==> config.mk <==
export PLATFORM = sky130hd
export DESIGN_NAME = piso_framer_flat
export DESIGN_NICKNAME = d
export VERILOG_FILES = /design/src/rtl/piso_framer_pkg.sv /design/src/rtl/piso_framer_if.sv /design/src/rtl/piso_framer.sv /design/src/flat_wrapper.sv
export SDC_FILE = /design/constraint.sdc
export NUM_CORES = 1
export LEC_CHECK = 0
export BUFFER_PORTS_ARGS = -buffer_cell sky130_fd_sc_hd__buf_2
export CELL_PAD_IN_SITES_DETAIL_PLACEMENT = 0
export CELL_PAD_IN_SITES_GLOBAL_PLACEMENT = 2
export CORE_MARGIN = 2
export CORE_UTILIZATION = 34
export DETAILED_ROUTE_END_ITERATION = 8
export PLACE_DENSITY = 0.86
export RECOVER_POWER = 25
export SLEW_MARGIN = 15
export SYNTH_ARGS = -nofsm -noshare
export SYNTH_HDL_FRONTEND = slang
export SYNTH_SLANG_ARGS = --single-unit
==> constraint.sdc <==
create_clock -name clk -period 2.3 [get_ports clk]
set_input_delay 0.115 -clock clk [delete_from_list [all_inputs] [get_ports clk]]
set_output_delay 0.115 -clock clk [all_outputs]
set_load 0.1 [all_outputs]
==> src/rtl/piso_framer_pkg.sv <==
// piso_framer_pkg: frame state type and line levels shared by piso_framer
package piso_framer_pkg;
    typedef enum logic [2:0] {IDLE, START, DATA, PARITY, STOP} piso_state_t;
    localparam logic START_BIT  = 1'b1;
    localparam logic STOP_BIT   = 1'b0;
    localparam logic IDLE_LEVEL = 1'b0;
endpackage

==> src/rtl/piso_framer_if.sv <==
// piso_framer_if: valid/ready word handshake into the framer
interface piso_framer_if #(parameter int DATA_W = 8);
    logic              in_valid;
    logic              in_ready;
    logic [DATA_W-1:0] in_data;
    modport master (output in_valid, output in_data, input in_ready);
    modport slave  (input in_valid, input in_data, output in_ready);
endinterface

==> src/rtl/piso_framer.sv <==
// piso_framer: word-to-bitstream framer (start, data, optional even parity under PISO_FRAMER_PARITY_EN, stop)
module piso_framer
    import piso_framer_pkg::*;
#(
    parameter int DATA_W    = 8,
    parameter bit MSB_FIRST = 1
) (
    input  logic            clk,
    input  logic            rst,
    piso_framer_if.slave    in_if,
    output logic            serial_out,
    output logic            busy,
    output logic            frame_done
);
    localparam int CW = $clog2(DATA_W);
`ifdef PISO_FRAMER_PARITY_EN
    localparam piso_state_t AFTER_DATA = PARITY;
    logic par_q, par_d;
`else
    localparam piso_state_t AFTER_DATA = STOP;
`endif
    piso_state_t       state_q, state_d;
    logic [CW-1:0]     cnt_q, cnt_d;
    logic [DATA_W-1:0] sh_q, sh_d, sh_adv;
    logic              ser_q, ser_d, busy_q, busy_d, done_q, done_d;
    logic              hs, last, next_bit;

    assign in_if.in_ready = (state_q == IDLE) || (state_q == STOP);
    assign hs     = in_if.in_valid && in_if.in_ready;
    assign last   = cnt_q == CW'(DATA_W - 1);
    assign sh_adv = MSB_FIRST ? {sh_q[DATA_W-2:0], 1'b0} : {1'b0, sh_q[DATA_W-1:1]};

    // Outputs are registered from the next state so they line up with state_q.
    always_comb begin
        state_d  = (state_q == IDLE || state_q == STOP) ? (hs ? START : IDLE)
                 : (state_q == START) ? DATA
                 : (state_q == DATA) ? (last ? AFTER_DATA : DATA)
                 : STOP;
        cnt_d    = (state_q == DATA && !last) ? cnt_q + CW'(1) : '0;
        sh_d     = hs ? in_if.in_data : (state_q == DATA) ? sh_adv : sh_q;
        next_bit = MSB_FIRST ? sh_d[DATA_W-1] : sh_d[0];
        ser_d    = (state_d == START) ? START_BIT
                 : (state_d == DATA) ? next_bit
                 : (state_d == STOP) ? STOP_BIT
                 : IDLE_LEVEL;
`ifdef PISO_FRAMER_PARITY_EN
        par_d    = hs ? ^in_if.in_data : par_q;
        if (state_d == PARITY) ser_d = par_q;
`endif
        busy_d   = (state_d == START) || (state_d == DATA) || (state_d == PARITY);
        done_d   = state_d == STOP;
    end

    always_ff @(posedge clk) begin
        if (!rst) begin
            state_q <= IDLE;
            cnt_q   <= '0;
            sh_q    <= '0;
            ser_q   <= IDLE_LEVEL;
            busy_q  <= 1'b0;
            done_q  <= 1'b0;
`ifdef PISO_FRAMER_PARITY_EN
            par_q   <= 1'b0;
`endif
        end else begin
            state_q <= state_d;
            cnt_q   <= cnt_d;
            sh_q    <= sh_d;
            ser_q   <= ser_d;
            busy_q  <= busy_d;
            done_q  <= done_d;
`ifdef PISO_FRAMER_PARITY_EN
            par_q   <= par_d;
`endif
        end
    end

    assign serial_out = ser_q;
    assign busy       = busy_q;
    assign frame_done = done_q;
endmodule

==> src/flat_wrapper.sv <==
// flat-port wrapper written by rule: the top's interface ports become plain ports
module piso_framer_flat import piso_framer_pkg::*;
#(
    parameter int DATA_W    = 8,
    parameter bit MSB_FIRST = 1
)
  (clk, rst, serial_out, busy, frame_done, in_if_in_valid, in_if_in_data, in_if_in_ready);
  piso_framer_if #(.DATA_W(DATA_W)) in_if_i ();
  input  logic clk;
  input  logic rst;
  output logic serial_out;
  output logic busy;
  output logic frame_done;
  input wire logic [$bits(in_if_i.in_valid)-1:0] in_if_in_valid;
  input wire logic [$bits(in_if_i.in_data)-1:0] in_if_in_data;
  output wire logic [$bits(in_if_i.in_ready)-1:0] in_if_in_ready;
  assign in_if_i.in_valid = in_if_in_valid;
  assign in_if_i.in_data = in_if_in_data;
  assign in_if_in_ready = in_if_i.in_ready;
  piso_framer #(.DATA_W(DATA_W), .MSB_FIRST(MSB_FIRST)) u_core (.clk(clk), .rst(rst), .in_if(in_if_i), .serial_out(serial_out), .busy(busy), .frame_done(frame_done));
endmodule
# Word-level counts from Yosys, hierarchy flattened
# Cells that the tools add are included.
dict set report totals {
  register_bits 17
  inputBits 11
  output_inout_bits 4
}
dict set report op_classes {
  addsub 1
  n_eq_ne 8
  mux 9
  n_reduce_logical 9
}
# cell count
set op_table {}
lappend op_table {{8-bit 2-to-1 mux} 2}
lappend op_table {{3-bit 2-to-1 mux} 4}
lappend op_table {{3-bit by 2-bit equality test with 1-bit output, second input constant} 3}
lappend op_table {{3-bit equality test, second input constant} 3}
lappend op_table {{3-bit by 1-bit equality test with 1-bit output, second input constant} 2}
lappend op_table {{3-bit by 1-bit adder with 3-bit output, second input constant} 1}
lappend op_table {{3-bit zero test} 1}
lappend op_table {{1-bit logical OR} 3}
lappend op_table {{1-bit 2-to-1 mux} 3}
lappend op_table {{1-bit logical AND} 2}
lappend op_table {{2-bit AND reduction} 1}
lappend op_table {{2-bit nonzero test} 1}
lappend op_table {{1-bit zero test} 1}

# Logic depth before layout (Yosys ltp)
# Gate-level depths: netlist of run 1.
dict set report logic_depth {
  word_depth 8
  depth_mapped 5
}

# Worst setup path after synthesis of run 1
# No wires, ideal clock.
dict set report synth_timing {
  kind {register -> output}
  startpoint {reg u_core.state_q[0]}
  endpoint {out in_if_in_ready}
  t_arrival_ns 1.695
  slack_ns 0.490
  stages_incl_launch_ff 3
  cell_sequence {dfxtp_1 > buf_6 > nor2_1}
}
dict set report synth_between {
  elab_chain_len 2
}
# element line
set synth_rtl {}
lappend synth_rtl {{start: declaration} piso_framer.sv:22} ;# piso_state_t state_q, state_d;
lappend synth_rtl {{start signal: assignment} piso_framer.sv:66} ;# state_q <= state_d;
lappend synth_rtl {{3-bit equality test or 3-bit zero test (tied branches)} piso_framer.sv:28} ;# assign in_if.in_ready = (state_q == IDLE) || (state_q == STOP);
lappend synth_rtl {{1-bit logical OR *} piso_framer.sv:28}
lappend synth_rtl {{end: declaration} flat_wrapper.sv:16} ;# output wire logic [$bits(in_if_i.in_ready)-1:0] in_if_in_ready;
# Mark *: on every way between the ends. The rest lies on a longest branch, timed or not.

# Worst setup path after layout of run 1
dict set report layout_timing {
  startpoint {reg u_core.ser_q, in the netlist u_core.serial_out}
  endpoint {out serial_out}
}
# element line
set layout_rtl {}
lappend layout_rtl {{start: declaration} piso_framer.sv:25} ;# logic ser_q, ser_d, busy_q, busy_d, done_q, done_d;
lappend layout_rtl {{start signal: assignment} piso_framer.sv:69} ;# ser_q <= ser_d;
lappend layout_rtl {{end: declaration} flat_wrapper.sv:11} ;# output logic serial_out;
# No word-level cell between the ends.

==> results of run 1 <==
## power by group through the flow
stage	sequential, mW	combinational, mW	clock (mW)
after floorplan	0.356	0.0842	0
final	0.327	0.127	0.151
after global routing	0.329	0.137	0.177
after global placement	0.334	0.128	0
after CTS	0.327	0.130	0.162
after detailed placement	0.333	0.129	0
## final timing paths
| kind | slack (ns) | cells after the start | from | end |
|---|---|---|---|---|
| worst max-delay path | 0.72 | 1 | u_core.serial_out | serial_out |
| worst min register to register | 0.47 | 2 | u_core.sh_q[2] | u_core.sh_q[2] |
| worst min-delay path | 0.06 | 3 | in_if_in_data[0] | u_core.sh_q[0] |
| worst max register to register | 0.86 | 5 | u_core.cnt_q[0] | u_core.serial_out |
## synth_stat cells, types with 2 or more instances
cell type and n:
a21oi_1 3, nor2b_1 2, o21ai_0 2, ha_1 2
a22oi_1 6, clkbuf_1 3, and3_1 2, inv_1 3
nand2_1 2, nand3_1 7, nor3b_2 3, a21boi_1 7
or3b_1 3, dfxtp_1 17
## cell type report
cell class	count	area (µm²)
clock buffers	4	26.3
fillers	220	1300
inverters	3	11.3
multi-input cells	48	370
flip-flops and latches	17	340
well taps	28	35.0
repair buffers	14	66.3
## flip-flops by register name (all words and copies together) (netlist names)
register           cells
u_core.sh_q            8
u_core.frame_done      1
u_core.state_q         3
u_core.serial_out      1
u_core.busy            1
u_core.cnt_q           3
## cell families after synthesis
logic type | count (synthesis) | share of synthesized area [%]
and+or+nand+nor | 25 | 25.3
adders and majority gates | 2 | 3.33
DFF | 17 | 45.3
buffers and inverters | 8 | 5.49
AOI/OAI and AO/OA | 21 | 20.6
## per-layer routing
metal / part of all wire, % / up-vias / wire (µm)
li1: - / 293 / -
met1: 48 / 256 / 628
met2: 44 / 13 / 577
met3: 4.8 / 4 / 63
met4: 2.8 / 0 / 36
met5: 0 / - / 0
==> flow_metrics.py, run 1 <==
metrics = {
    "status": {
        "status": "finished clean",
    },
    "setup_path": {
        "slowest_stage": "clkbuf_1",
        "start_kind": "register",
        "cp_num_buf_inv": 1,
        "worstSetupPathType": "reg2out",
        "required_ns": 2.18,
        "slowest_delay_ns": 0.85,
        "path_cells": "clkbuf_1",
        "worstPathArrival_ns": 1.46,
        "cp-end-kind": "output port",
        "path_delay_family": "buffers and inverters",
        "crit_fanout": 1,
    },
    "final_layout": {
        "nets": 100,
        "area_growth_pct": 13.0,
        "final_common_cell": "dfxtp_1",
        "stdcell_count": 114,
        "design_area_um2": 850,
        "diodes": 0,
        "drive_above_1_share_pct": 26.7,
        "final_util_pct": 39.5,
        "final_cell_mix": "17 x dfxtp_1, 11 x buf_2, 7 x nand3_1, 7 x a21boi_1, 6 x a22oi_1",
    },
    "clock_tree": {
        "clock_latency_ns": 0.28,
        "cts_resized": 0,
        "clock_path_buffers": 2,
        "root_buffer": "clkbuf_4",
        "holdBufCountCts": 0,
        "numCtsBuffers": 3,
        "postCtsSetupBuffers": 0,
        "cts.clk_slew.worst_paths_ns": 0.09,
        "cts_max_level": 1,
        "clock_sinks": 17,
        "cts_tree": "done",
    },
    "global_route": {
        "use_met1_pct": 15.2,
        "grt_overflow": 0,
        "antenna_found_initial": 0,
        "grt_max_degree": 13,
        "groute.usage.overall_pct": 12.3,
        "grt_pass1_wl_um": 2320,
        "busiest_layer": "met2",
        "met3_usage_pct": 2.05,
        "grt_pass1_vias": 569,
        "use_met2_pct": 18.8,
    },
    "timing": {
        "drv_slew": 0,
        "hold_viol": 0,
        "finalSetupViolCount": 0,
        "min_period_over_period_pct": 68.6,
        "fmax_ghz": 0.634,
        "maxSlewHeadroom_pct": 22.7,
        "fin_setup_tns_ns": 0,
        "layout_setup_ws_ns": 0.722,
        "hold-worst-slack_ns": 0.0607,
        "fin_crit_ns": 1.58,
        "worstMarginPinSlew_ns": 1.16,
        "rsz0062_at_grt": "false",
        "fin_worst_skew_ns": 0.00456,
    },
    "placement": {
        "placed_cell_area_um2": 827,
        "dp_cells": 110,
        "pre_cts_ws_ns": 0.858,
        "dp_hpwl_um": 908,
        "portBuffers": 14,
        "gp_congestion": 0.679,
    },
    "floorplanning": {
        "ios": 15,
        "start_util_pct": 35.0,
        "chipHeight_um": 51.0,
        "core_um2": 2150,
        "row_count": 17,
        "fp.dieW_um": 51.0,
        "die-area_um2": 2600,
    },
    "routing": {
        "drt_pass1_iterations": 4,
        "vias": 566,
        "drt_iter0_markers": 5,
        "routed_wirelength_um": 1310,
        "wl_per_cell_um": 11.4,
        "via_per_inst": 4.96,
        "antenna_left": 0,
        "post-route-drc-count": 0,
    },
    "synthesis": {
        "ys_seq_area_share_pct": 45.3,
        "synth-seq-cells": 17,
        "async_flop_share_pct": 0,
        "synthCells": 73,
        "synth_area_leaders": "dfxtp_1 45%, a21boi_1 7.0%, a22oi_1 6.0%",
        "syn_area_um2": 752,
        "postSynthAreaPerCell_um2": 10.3,
        "ys_types": 25,
        "synth.largest_area_cell": "dfxtp_1",
        "synth_fp_nets": 86,
        "ys_warn_count": 0,
        "synth_ff_type": "dfxtp_1",
        "yosysTopAreaCellShare_pct": 45.3,
        "synth_edf_count": 0,
    },
    "power_and_ir_drop": {
        "p_leak_nw": 0.353,
        "sw_frac_of_total_pct": 30.5,
        "finalPower_mw": 0.605,
        "p_int_mw": 0.420,
        "power.switching_mw": 0.185,
        "power.share.clock_pct": 25.1,
        "pwr-share-comb_pct": 20.9,
        "p_seq_share_pct": 54.0,
        "ir_drop_mv": 0.430,
        "p_per_area_nw_per_um2": 712,
    },
    "hold_path": {
        "hold_class": "in2reg",
    },
    "job": {
        "maxCapViolCount": 0,
    },
}
(Power assumes the default switching activity.)
==> inputs of run 2 (changes only) <==
- CORE_UTILIZATION: 34 -> 29
- PLACE_DENSITY: 0.86 -> 0.79
- clock period: 2.3 -> 1.45 ns (I/O delays scaled with it)
==> run 2 against run 1 <==
Critical path depth is 4 higher. Clock power is 60% higher. Sequential power is 58% higher. Cell count is 7.0% higher. Worst setup slack worse by 0.62 ns. Hold slack worse by 0.048 ns. Global-route usage is 1.4 points lower. First-iteration DRC count grew to 2.6 times the previous value. Clock skew hardly changed. Via count is 2.8% higher. Wire length is 4.6% higher.
==> flow_metrics.py, run 2 (same netlist as run 1, synthesis figures left out) <==
metrics = {
    "power_and_ir_drop": {
        "ir_drop_mv": 0.646,
        "finalPower_mw": 0.986,
        "p_int_mw": 0.686,
        "sw_frac_of_total_pct": 30.4,
        "p_leak_nw": 0.391,
        "p_seq_share_pct": 52.3,
        "pwr-share-comb_pct": 23.2,
        "power.switching_mw": 0.300,
        "p_per_area_nw_per_um2": 1080,
        "power.share.clock_pct": 24.5,
    },
    "final_layout": {
        "seqCellArea_um2": 340,
        "area_growth_pct": 21.3,
        "stdcell_count": 122,
        "largest_reg_flops": 8,
        "drive_above_1_share_pct": 35.9,
        "final_common_cell": "dfxtp_1",
        "reg_top3": "u_core.sh_q: 8 flops, u_core.cnt_q: 3 flops, u_core.state_q: 3 flops",
        "nets": 106,
        "top_register": "u_core.sh_q",
        "diodes": 0,
        "multiInputGateArea_um2": 383,
        "final_cell_mix": "17 x dfxtp_1, 10 x buf_2, 7 x nand3_1, 7 x a21boi_1, 6 x a22oi_1",
        "fillerInstances": 265,
    },
    "setup_path": {
        "cp_num_buf_inv": 0,
        "path_cells": "ha_1 -> ha_1 -> nor3b_4 -> o21ai_2 -> a211oi_2",
        "worstSetupPathType": "reg2reg",
        "crit_fanout": 4,
        "worstPathArrival_ns": 1.56,
        "slowest_delay_ns": 0.32,
        "crit_path_frequent_cell": "ha_1",
        "rrSetupSlack_ns": 0.10,
        "r2r_cells": 5,
        "cp-end-kind": "register",
        "path_delay_family": "adder cells",
        "required_ns": 1.66,
        "worstReg2RegStart": "u_core.cnt_q[0]",
        "slowest_stage": "dfxtp_1",
        "rr_endpoint": "u_core.serial_out",
        "start_kind": "register",
    },
    "floorplanning": {
        "row_count": 18,
        "chipHeight_um": 54.9,
        "die-area_um2": 3020,
        "ios": 15,
        "start_util_pct": 30.4,
        "core_um2": 2480,
        "fp.dieW_um": 54.9,
    },
    "clock_tree": {
        "root_buffer": "clkbuf_4",
        "clock_latency_ns": 0.28,
        "numCtsBuffers": 3,
        "clock_sinks": 17,
        "cts_tree": "done",
        "cts.clk_slew.worst_paths_ns": 0.09,
        "holdBufCountCts": 0,
        "cts_max_level": 1,
        "clock_path_buffers": 2,
    },
    "placement": {
        "dp_hpwl_um": 1030,
        "gp_congestion": 0.676,
        "pre_cts_ws_ns": 0.0484,
        "dp_cells": 118,
        "portBuffers": 14,
    },
    "routing": {
        "vias": 582,
        "drt_pass1_iterations": 3,
        "antenna_left": 0,
        "via_per_inst": 4.77,
        "routed_wirelength_um": 1370,
        "wl_per_cell_um": 11.2,
        "drt_iter0_markers": 13,
        "post-route-drc-count": 0,
    },
    "global_route": {
        "grt_pass1_vias": 548,
        "grt_pass1_wl_um": 2280,
        "grt_max_degree": 13,
        "grt_overflow": 0,
        "antenna_found_initial": 0,
        "groute.usage.overall_pct": 10.9,
    },
    "job": {
        "maxCapViolCount": 0,
    },
    "hold_path": {
        "hold_class": "in2reg",
        "hold_depth": 3,
        "holdCritStartpoint": "in_if_in_data[0]",
        "hold_end": "u_core.sh_q[0]",
    },
    "status": {
        "status": "finished clean",
    },
    "timing": {
        "hold_viol": 0,
        "fmax_ghz": 0.742,
        "layout_setup_ws_ns": 0.102,
        "maxSlewHeadroom_pct": 64.2,
        "worstMarginPinSlew_ns": 0.539,
        "fin_setup_tns_ns": 0,
        "rsz0062_at_grt": "false",
        "finalSetupViolCount": 0,
        "drv_slew": 0,
        "fin_crit_ns": 1.35,
        "fin_worst_skew_ns": 0.00489,
        "min_period_over_period_pct": 93.0,
    },
}
-- run 2: changes by cell type in the layout (fill, tap and decap cells not counted) --
| cell | before | now |
|---|---|---|
| buf_4 | 0 | 5 |
| clkbuf_2 | 0 | 3 |
| clkbuf_1 | 4 | 2 |
| buf_2 | 11 | 10 |
| clkbuf_4 | 3 | 4 |
| nor2_1 | 1 | 0 |
| nor2_2 | 0 | 1 |
| nor3b_2 | 3 | 2 |
| nor3b_4 | 1 | 2 |
| o21ai_1 | 1 | 0 |
| o21ai_2 | 0 | 1 |
-- run 2: power by group through the flow --
stage                     logic (mW)  clock network (mW)  registers (mW)
after floorplan                0.135                   0           0.564
after CTS                      0.229               0.259           0.516
after detailed placement       0.228                   0           0.526
final                          0.228               0.242           0.516
after global placement         0.227                   0           0.526
after global routing           0.246               0.283           0.521
-- run 2: metrics by stage --
step                utilization (%)  hold WS, ns  cell area (µm²)
floorplan                         -        0.207              754
global placement               35.4        0.313              877
detailed placement             35.4        0.321              877
CTS                            36.5      0.00780              903
global route                   36.8      0.00465              912
finish                         36.8       0.0124              912
-- run 2: worst max-delay path by stage --
stage	start	to	slack, ns	cells past startpoint
detailed placement	u_core.cnt_q[0]	u_core.serial_out	0.05	5
global placement	u_core.cnt_q[0]	u_core.serial_out	0.11	5
finish	u_core.cnt_q[0]	u_core.serial_out	0.10	5
global route	u_core.cnt_q[0]	u_core.serial_out	0.01	5
floorplan	u_core.state_q[0]	in_if_in_ready	0.14	2
CTS	u_core.cnt_q[0]	u_core.serial_out	0.03	5
-- run 2: metal layers --
layer	global-route usage [%]	up-vias	routed length, µm
li1	-	306	-
met1	12.5	260	645
met2	17.5	14	614
met3	5.38	2	90
met4	3.66	0	14
met5	0	-	0
-- run 2: cell type report --
class / count / area share, %
inverter: 3 / 1.23
clock buffer: 4 / 2.88
tap: 30 / 4.12
timing repair buffer: 20 / 12.5
sequential: 17 / 37.3
multi-input combinational: 48 / 42.0
-- run 2: worst min-delay path: cells and delay by family --
kind,cells,cell delay [ns]
compound gates,1,0.04
buf+inv,1,0.09
simple gates,1,0.04
-- run 2: what timing repair did --
item / in CTS / in global routing
setup endpoints to repair: 0 / 2
buffers inserted: 0 / 0
endpoints found under the hold margin: 0 / 0
resized for setup: 0 / 3
==> inputs of run 3 (changes only) <==
- ABC_AREA: not set -> 1
- CORE_UTILIZATION: 29 -> 26
==> run 3 against run 2 <==
Sequential power up 1%. Clock power up 6%. First-iteration DRC count down 23%. Via count up 6.9%. Design area down 2.7%. Clock skew down 0.0043 ns. Critical path type is now reg2out. Largest cell class is now sequential cells. Largest power group unchanged. Highest routed layer is now met3.
==> flow_metrics.py, run 3 <==
metrics = {
    "timing": {
        "fin_worst_skew_ns": 0.000626,
        "rsz0062_at_grt": "false",
        "maxSlewHeadroom_pct": 64.2,
        "fin_setup_tns_ns": 0,
        "fmax_ghz": 0.752,
        "worstMarginPinSlew_ns": 0.539,
        "fin_crit_ns": 1.33,
        "hold_viol": 0,
        "drv_slew": 0,
        "finalSetupViolCount": 0,
        "min_period_over_period_pct": 91.7,
    },
    "final_layout": {
        "area_growth_pct": 21.2,
        "drive_above_1_share_pct": 26.5,
        "top_register": "u_core.sh_q",
        "final_util_pct": 32.7,
        "fillerInstances": 306,
        "nets": 131,
        "stdcell_count": 148,
        "final_common_cell": "nand2_1",
        "reg_top3": "u_core.sh_q: 8 flops, u_core.cnt_q: 3 flops, u_core.state_q: 3 flops",
        "largest_reg_flops": 8,
        "final_cell_mix": "33 x nand2_1, 17 x dfxtp_1, 13 x inv_1, 10 x buf_2, 7 x nand3_1",
        "design_area_um2": 887,
        "diodes": 0,
        "multiInputGateArea_um2": 328,
        "seqCellArea_um2": 340,
    },
    "setup_path": {
        "path_delay_family": "flip-flops",
        "worstReg2RegStart": "u_core.cnt_q[0]",
        "cp_num_buf_inv": 1,
        "worstPathArrival_ns": 1.26,
        "rrSetupSlack_ns": 0.23,
        "path_cells": "nor2_4 -> clkbuf_4",
        "crit_fanout": 6,
        "slowest_delay_ns": 0.41,
        "worstSetupPathType": "reg2out",
        "rr_endpoint": "u_core.serial_out",
        "slowest_stage": "dfxtp_1",
        "required_ns": 1.38,
        "cp-end-kind": "output port",
        "r2r_cells": 7,
        "start_kind": "register",
    },
    "synthesis": {
        "synth.largest_area_cell": "dfxtp_1",
        "ys_warn_count": 0,
        "synth_common_cells": "33 x nand2_1, 17 x dfxtp_1, 13 x inv_1, 7 x nand3_1, 5 x nor2_1",
        "synth_edf_count": 0,
        "async_flop_share_pct": 0,
        "synth.most_common_cell": "nand2_1",
        "synth-seq-cells": 17,
        "ys_seq_area_share_pct": 46.5,
        "synth_ff_type": "dfxtp_1",
        "synth_area_leaders": "dfxtp_1 46%, nand2_1 17%, inv_1 6.7%",
        "ys_types": 17,
        "synth_fp_nets": 110,
        "synthCells": 97,
        "syn_area_um2": 732,
        "yosysTopAreaCellShare_pct": 46.5,
        "postSynthAreaPerCell_um2": 7.55,
    },
    "hold_path": {
        "hold_depth": 5,
        "holdCritStartpoint": "in_if_in_data[6]",
        "hold_class": "in2reg",
        "hold_end": "u_core.sh_q[6]",
    },
    "routing": {
        "vias": 622,
        "wl_per_cell_um": 10.1,
        "antenna_left": 0,
        "drt_pass1_iterations": 4,
        "routed_wirelength_um": 1490,
        "drt_iter0_markers": 10,
        "post-route-drc-count": 0,
        "via_per_inst": 4.20,
    },
    "global_route": {
        "groute.usage.overall_pct": 9.97,
        "grt_overflow": 0,
        "grt_pass1_wl_um": 2480,
        "grt_max_degree": 10,
        "grt_pass1_vias": 566,
        "antenna_found_initial": 0,
    },
    "floorplanning": {
        "chipHeight_um": 57.1,
        "die-area_um2": 3260,
        "core_um2": 2710,
        "row_count": 19,
        "fp.dieW_um": 57.1,
        "start_util_pct": 27.0,
        "ios": 15,
    },
    "clock_tree": {
        "cts_max_level": 1,
        "clock_path_buffers": 2,
        "root_buffer": "clkbuf_4",
        "cts_tree": "done",
        "numCtsBuffers": 3,
        "cts.clk_slew.worst_paths_ns": 0.10,
        "clock_latency_ns": 0.29,
        "clock_sinks": 17,
        "postCtsSetupBuffers": 0,
    },
    "placement": {
        "gp_congestion": 0.695,
        "dp_cells": 142,
        "placed_cell_area_um2": 841,
        "dp_hpwl_um": 1130,
        "portBuffers": 14,
    },
    "job": {
        "maxCapViolCount": 0,
    },
    "power_and_ir_drop": {
        "ir_drop_mv": 0.720,
        "p_leak_nw": 0.444,
        "p_per_area_nw_per_um2": 1160,
        "finalPower_mw": 1.03,
    },
    "status": {
        "status": "finished clean",
    },
}
## run 3: cell types whose count changed after synthesis, moves of 3 or more
| cell | delta |
|---|---|
| nor2_2 | +4 |
| inv_1 | +10 |
| a22oi_1 | -6 |
| a21oi_2 | +3 |
| nor3b_2 | -3 |
| a21oi_1 | -3 |
| nor2_1 | +4 |
| clkbuf_1 | -3 |
| or3b_1 | -3 |
| a21boi_1 | -7 |
| nand2_1 | +31 |
## run 3: cell type report
class / count / share of cell area [%]
Sequential cell: 17 / 38.4
Clock buffer: 4 / 2.96
Timing Repair Buffer: 16 / 10.4
Tap cell: 31 / 4.37
Inverter: 16 / 6.91
Multi-Input combinational cell: 64 / 37.0
## run 3: cells by family (layout without fill, tap and decap cells)
family,Yosys count,in the layout,share of synthesized area (%)
adders and majority gates,2,2,3.42
buffers and inverters,16,36,8.38
DFF,17,17,46.5
and+or+nand+nor,57,57,36.4
AOI/OAI and AO/OA,5,5,5.30
## run 3: through the flow
step | hold WS [ns] | worst slack, ns
6_report | 0.0658 | 0.121
5_1_grt | 0.0711 | 0.0545
4_1_cts | 0.0576 | 0.0111
3_5_place_dp | 0.279 | 0.251
3_3_place_gp | 0.270 | 0.277
2_1_floorplan | 0.176 | 0.0523
## run 3: worst max-delay path by stage
| stage | startpoint | end | slack [ns] | depth (start not counted) |
|---|---|---|---|---|
| floorplan | u_core.state_q[1] | u_core.serial_out | 0.05 | 6 |
| finish | u_core.state_q[1] | in_if_in_ready | 0.12 | 2 |
| global route | u_core.state_q[1] | in_if_in_ready | 0.05 | 2 |
| CTS | u_core.state_q[1] | in_if_in_ready | 0.01 | 2 |
| global placement | u_core.state_q[1] | u_core.sh_q[4] | 0.28 | 7 |
| detailed placement | u_core.cnt_q[0] | u_core.serial_out | 0.25 | 7 |
## run 3: worst reg2reg max path, stage by stage (launching register included)
cell and delay [ns]:
dfxtp_1 0.32, ha_1 0.19, ha_1 0.17, inv_1 0.08
nand3_1 0.07, nand2_1 0.12, nand2_2 0.07, o21bai_1 0.14
## run 3: routing by layer
| metal | vias up | wire length [µm] | GRT usage, % |
|---|---|---|---|
| li1 | 334 | - | - |
| met1 | 271 | 704 | 11.9 |
| met2 | 17 | 685 | 16.7 |
| met3 | 0 | 99 | 4.99 |
| met4 | 0 | 0 | 0.997 |
| met5 | - | 0 | 0 |
## run 3: repair_timing
action                                  4_1_cts  5_1_grt
resized for setup                             0        1
endpoints found under the setup margin        0        1
hold buffers                                  2        0
endpoints found under the hold margin         2        0
## run 3: report_power, final
| group | internal, mW | total (mW) | leakage, nW | switching (mW) |
|---|---|---|---|---|
| combinational | 0.0651 | 0.247 | 0.290 | 0.182 |
| sequential | 0.502 | 0.522 | 0.140 | 0.0202 |
| clock | 0.107 | 0.256 | 0.0150 | 0.149 |
